$ cat src/rtl/mem_access_unit.sv
// MEM-stage load/store unit: IDLE/ACCESS/DONE handshake with lane steering and load extension.
// Optional MISALIGN_TRAP_EN turns misaligned halves/words into a strobe-less trap through DONE.
module mem_access_unit (
    input  logic        CLK,
    input  logic        RESET,
    input  logic [3:0]  IN_READ_WRITE,
    input  logic [31:0] IN_ALU_RESULT,
    input  logic [31:0] IN_DATA2,
    output logic [31:0] MEM_ADDRESS,
    output logic [31:0] MEM_WRITEDATA,
    output logic [3:0]  MEM_BYTE_EN,
    output logic        MEM_READ,
    output logic        MEM_WRITE,
    input  logic [31:0] MEM_READDATA,
    input  logic        MEM_ACK,
    output logic [31:0] OUT_READ_DATA,
    output logic        BUSYWAIT,
    output logic        MISALIGNED
);

    typedef enum logic [1:0] {IDLE, ACCESS, DONE} state_t;

    state_t      state_q;
    logic [31:0] addr_q, wdata_q, rdata_q;
    logic [3:0]  be_q;
    logic        rd_q, wr_q, uns_q;
    logic [1:0]  sz_q, off_q;

    logic        is_load, is_store, acc_vld, mis;
    logic [1:0]  sz_d, off_d;
    logic [3:0]  be_d;
    logic [31:0] wdata_d, ld_ext;
    logic [7:0]  rd_b;
    logic [15:0] rd_h;

    assign off_d = IN_ALU_RESULT[1:0];
    assign sz_d  = IN_READ_WRITE[1:0];

    always_comb begin
        is_load  = 1'b0;
        is_store = 1'b0;
        case (IN_READ_WRITE)
            4'b1000, 4'b1001, 4'b1010, 4'b1100, 4'b1101: is_load  = 1'b1;
            4'b0100, 4'b0101, 4'b0110:                   is_store = 1'b1;
            default: ;
        endcase
    end

    assign acc_vld = is_load | is_store;

`ifdef MISALIGN_TRAP_EN
    logic mis_q;
    always_comb begin
        mis = 1'b0;
        if (acc_vld) begin
            case (sz_d)
                2'b01:   mis = off_d[0];
                2'b10:   mis = (off_d != 2'b00);
                default: mis = 1'b0;
            endcase
        end
    end
    assign MISALIGNED = mis_q;
`else
    assign mis        = 1'b0;
    assign MISALIGNED = 1'b0;
`endif

    // Lane steering is shared by loads and stores; loads only use the address.
    always_comb begin
        be_d    = 4'b1111;
        wdata_d = IN_DATA2;
        case (sz_d)
            2'b00: begin
                be_d    = 4'b0001 << off_d;
                wdata_d = {4{IN_DATA2[7:0]}};
            end
            2'b01: begin
                be_d    = off_d[1] ? 4'b1100 : 4'b0011;
                wdata_d = {2{IN_DATA2[15:0]}};
            end
            default: ;
        endcase
    end

    assign rd_b = MEM_READDATA[{off_q, 3'b000} +: 8];
    assign rd_h = off_q[1] ? MEM_READDATA[31:16] : MEM_READDATA[15:0];

    always_comb begin
        case (sz_q)
            2'b00:   ld_ext = uns_q ? {24'b0, rd_b} : {{24{rd_b[7]}}, rd_b};
            2'b01:   ld_ext = uns_q ? {16'b0, rd_h} : {{16{rd_h[15]}}, rd_h};
            default: ld_ext = MEM_READDATA;
        endcase
    end

    always_ff @(posedge CLK or posedge RESET) begin
        if (RESET) begin
            state_q <= IDLE;
            addr_q  <= 32'b0;
            wdata_q <= 32'b0;
            be_q    <= 4'b0;
            rd_q    <= 1'b0;
            wr_q    <= 1'b0;
            uns_q   <= 1'b0;
            sz_q    <= 2'b0;
            off_q   <= 2'b0;
            rdata_q <= 32'b0;
`ifdef MISALIGN_TRAP_EN
            mis_q   <= 1'b0;
`endif
        end else begin
            case (state_q)
                IDLE: begin
                    if (acc_vld) begin
                        if (mis) begin
                            state_q <= DONE;
`ifdef MISALIGN_TRAP_EN
                            mis_q   <= 1'b1;
`endif
                        end else begin
                            state_q <= ACCESS;
                            rd_q    <= is_load;
                            wr_q    <= is_store;
                            addr_q  <= {IN_ALU_RESULT[31:2], 2'b00};
                            wdata_q <= wdata_d;
                            be_q    <= be_d;
                            sz_q    <= sz_d;
                            off_q   <= off_d;
                            uns_q   <= IN_READ_WRITE[2];
                        end
                    end
                end
                ACCESS: begin
                    if (MEM_ACK) begin
                        state_q <= DONE;
                        rd_q    <= 1'b0;
                        wr_q    <= 1'b0;
                        if (rd_q) rdata_q <= ld_ext;
                    end
                end
                DONE: begin
                    state_q <= IDLE;
`ifdef MISALIGN_TRAP_EN
                    mis_q   <= 1'b0;
`endif
                end
                default: state_q <= IDLE;
            endcase
        end
    end

    // The IDLE term is gated by RESET so the stall never asserts while reset is held.
    assign BUSYWAIT      = ~RESET & (((state_q == IDLE) & acc_vld) | (state_q == ACCESS));
    assign MEM_ADDRESS   = addr_q;
    assign MEM_WRITEDATA = wdata_q;
    assign MEM_BYTE_EN   = be_q;
    assign MEM_READ      = rd_q;
    assign MEM_WRITE     = wr_q;
    assign OUT_READ_DATA = rdata_q;

endmodule

$ cat config.mk
export PLATFORM = sky130hd
export DESIGN_NAME = mem_access_unit
export DESIGN_NICKNAME = d
export VERILOG_FILES = /design/src/rtl/mem_access_unit.sv
export SDC_FILE = /design/constraint.sdc
export NUM_CORES = 1
export LEC_CHECK = 0
export CORE_MARGIN = 3
export CORE_UTILIZATION = 45
export DETAILED_ROUTE_END_ITERATION = 12
export GPL_ROUTABILITY_DRIVEN = 0
export PLACE_DENSITY_LB_ADDON = 0.3
export SYNTH_ARGS = -nofsm -noshare
export SYNTH_HDL_FRONTEND = slang
export SYNTH_SLANG_ARGS = --single-unit
$ cat constraint.sdc
create_clock -name CLK -period 7.8 [get_ports CLK]
set_input_delay 2.34 -clock CLK [delete_from_list [all_inputs] [get_ports CLK]]
set_output_delay 2.34 -clock CLK [all_outputs]
set_load 0.005 [all_outputs]
==> reports/results.ini <==
[sta]
rsz0062_at_grt = false
fin_skew_ns = 0.0138
period_needed_ns = 6.61
max_freq_mhz = 151
min_period_over_period_pct = 84.8
maxSlewHeadroom_pct = 31.4
finalSetupViolCount = 0
tightest_slew_ns = 1.03
tns_ns = 0
finalHoldViolations = 0
finalMaxSlewViolations = 0
whs_ns = 0.490

[global_routing]
antenna_found_initial = 0
grt_pass1_wl_mm = 22.8
grt_pass1_vias = 4537
grt-ovfl-total = 0
grt_usage_pct = 23.1
grt_max_degree = 93

[status]
status = finished clean

[die]
core-area_sq_um = 10500
start_util_pct = 47.0
rows = 37
die_area_sq_um = 12300
die_x_microns = 111
die_height_microns = 111
io-pin-count = 207

[detailed_routing]
first_pass_iters = 4
drt_iter0_markers = 221
finalWirelength_mm = 13.7
ant_nets = 0
vias = 4129
wl_per_cell_microns = 17.9
drc = 0
vias_per_cell = 5.38

[clock_tree]
insertion_delay_ns = 0.39
cts-hold-fix-buffers = 0
cts_resized = 0
cts_tree = built
clock_path_buffers = 2
clkSlewWorstSetupHoldPaths_ns = 0.09
cts_setup_buffers = 0
cts_sinks = 107
cts-root-buf = clkbuf_8
htreeDepth = 3
cts_made_buffers = 9

[critical_path]
worstPathCellList = clkdlybuf4s50_1 -> a21o_1 -> a2111oi_4 -> inv_1 -> a21oi_1 -> clkdlybuf4s50_1
crit_path_end_kind = output port
path_class = in -> out
cp-start-kind = input pin
crit_top_cell = clkdlybuf4s50_1
path_max_fanout = 6
crit_required_ns = 5.46
crit_slowest_cell = clkdlybuf4s50_1
cp.arrival_ns = 4.27
slowest_delay_ns = 0.54

[logic_synthesis]
synth_seq_cells = 107
synthArstFlopShare_pct = 100
ys_types = 39
netlist_area_sq_um = 4940
avgSynthCellArea_sq_um = 11.2
postSynthCellCount = 442
ys_seq_area_share_pct = 54.2
synth_edf_count = 0
synth-main-ff-cell = dfrtp_1
ys_warn_count = 0

[placement]
placed_cells = 751
hpwl_mm = 9.95
io_buffers = 203

[pwr]
switching_share_pct = 32.5
p_int_w = 0.00167
p_per_area_nw_per_um2 = 345
power.switching_w = 0.000804
max-vdd-ir-drop_mv = 0.194
leakage_nw = 2.97
pwr-share-clk_pct = 13.3
p_comb_share_pct = 45.7
pwr-share-seq_pct = 41.0

[job]
drv_cap = 0

[layout]
regArea_sq_um = 2680
fillCellCount = 822
nNetsFinal = 729
multi_input_area_sq_um = 2050
layout-drive-gt1-share_pct = 8.72
layout.cells.non_filler = 767
syn2layout_area_growth_pct = 45.3
diodes = 0

[hold_path]
hp-class = reg -> reg

==> cells in the mapped netlist, types with 2 or more instances <==
cell / n / area share [%]
a211oi_1: 2 / 0.30
a21oi_1: 31 / 3.1
a221o_1: 7 / 1.4
a31oi_1: 2 / 0.25
a32oi_1: 7 / 1.2
buf_1: 3 / 0.23
buf_2: 8 / 0.81
buf_4: 7 / 1.1
buf_6: 3 / 0.68
clkbuf_1: 15 / 1.1
dfrtp_1: 107 / 54
inv_1: 7 / 0.53
mux2_1: 26 / 5.9
mux2_2: 33 / 7.5
mux2i_1: 26 / 5.3
nand2_1: 34 / 2.6
nand2b_1: 3 / 0.38
nand3_1: 33 / 3.3
nand3b_1: 10 / 1.5
nor2_1: 35 / 2.7
nor2b_1: 2 / 0.25
nor3_1: 2 / 0.20
o21ai_0: 23 / 2.3
==> flip-flops by register name, indices dropped and copies added (netlist names), 2 cells and up <==
signal and count:
MEM_ADDRESS 30, MEM_BYTE_EN 4, MEM_WRITEDATA 32, OUT_READ_DATA 32, off_q 2, state_q 2
sz_q 2
==> per-layer routing <==
layer	track usage [%]	part of all wire, %
met1	25.5	39
met2	40.0	50
met3	10.1	9.3
met4	7.14	2.0
met5	0	0
==> final timing paths <==
kind,from,end,slack (ns),depth (start not counted)
hold / removal,MEM_ADDRESS[7],MEM_ADDRESS[7],0.49,1
max in group asynchronous,RESET,OUT_READ_DATA[2],4.22,3
hold reg to reg,MEM_ADDRESS[7],MEM_ADDRESS[7],0.49,1
setup / recovery,IN_READ_WRITE[3],BUSYWAIT,1.19,6
setup reg to reg,state_q[1],OUT_READ_DATA[29],5.12,3
min in group asynchronous,RESET,MEM_ADDRESS[5],2.49,2
==> cells in the final DEF, fill, tap and decap left out, types with 2 or more instances in the layout <==
cell	count
clkdlybuf4s50_1	203
dfrtp_1	107
nor2_1	35
nand2_1	34
mux2_2	33
nand3_1	33
a21oi_1	31
mux2_1	26
mux2i_1	26
o21ai_0	23
clkbuf_8	12
nand3b_1	10
a32oi_1	7
a221o_1	7
inv_1	6
buf_4	4
nand2b_1	3
conb_1	3
a31oi_1	2
nor2b_1	2
nor3_1	2
a211oi_1	2
==> metrics by stage <==
| step | worst slack (ns) | area (sq um) | util [%] | total power (W) |
|---|---|---|---|---|
| after floorplan | 1.87 | 4950 | - | 0.00149 |
| after global placement | 1.26 | 6990 | 66.5 | 0.00212 |
| after detailed placement | 1.20 | 6990 | 66.5 | 0.00217 |
| after CTS | 1.19 | 7180 | 68.3 | 0.00250 |
| after global routing | 1.11 | 7180 | 68.3 | 0.00265 |
| final | 1.19 | 7180 | 68.3 | 0.00248 |
==> power by group through the flow <==
stage	registers (W)	logic, W	clock network, W
after detailed placement	0.00103	0.00114	0
final	0.00102	0.00113	0.000329
after floorplan	0.000986	0.000502	0
after global routing	0.00106	0.00123	0.000362
after global placement	0.00101	0.00111	0
after CTS	0.00102	0.00115	0.000342
==> critical path, delay by kind of cell <==
kind | cells | cell delay (ns)
buffers and inverters | 3 | 1.15
AO/OA/AOI/OAI | 3 | 0.78
==> layout make-up <==
type,instances,share of cell area (%)
Clock inverter,3,0.296
Sequential cell,107,37.3
Timing Repair Buffer,207,28.7
Clock buffer,13,2.35
Multi-Input combinational cell,294,28.6
Tap cell,136,2.37
Inverter,7,0.401
==> cell families after synthesis <==
| logic type | count (synthesis) | share of synthesized area [%] |
|---|---|---|
| flip-flops | 107 | 54.2 |
| AND/OR/NAND/NOR | 126 | 12.2 |
| multiplexers | 85 | 18.7 |
| AO/OA/AOI/OAI | 80 | 10.4 |
| other | 1 | 0.0759 |
| buffers and inverters | 43 | 4.45 |
(Power assumes the default switching activity.)
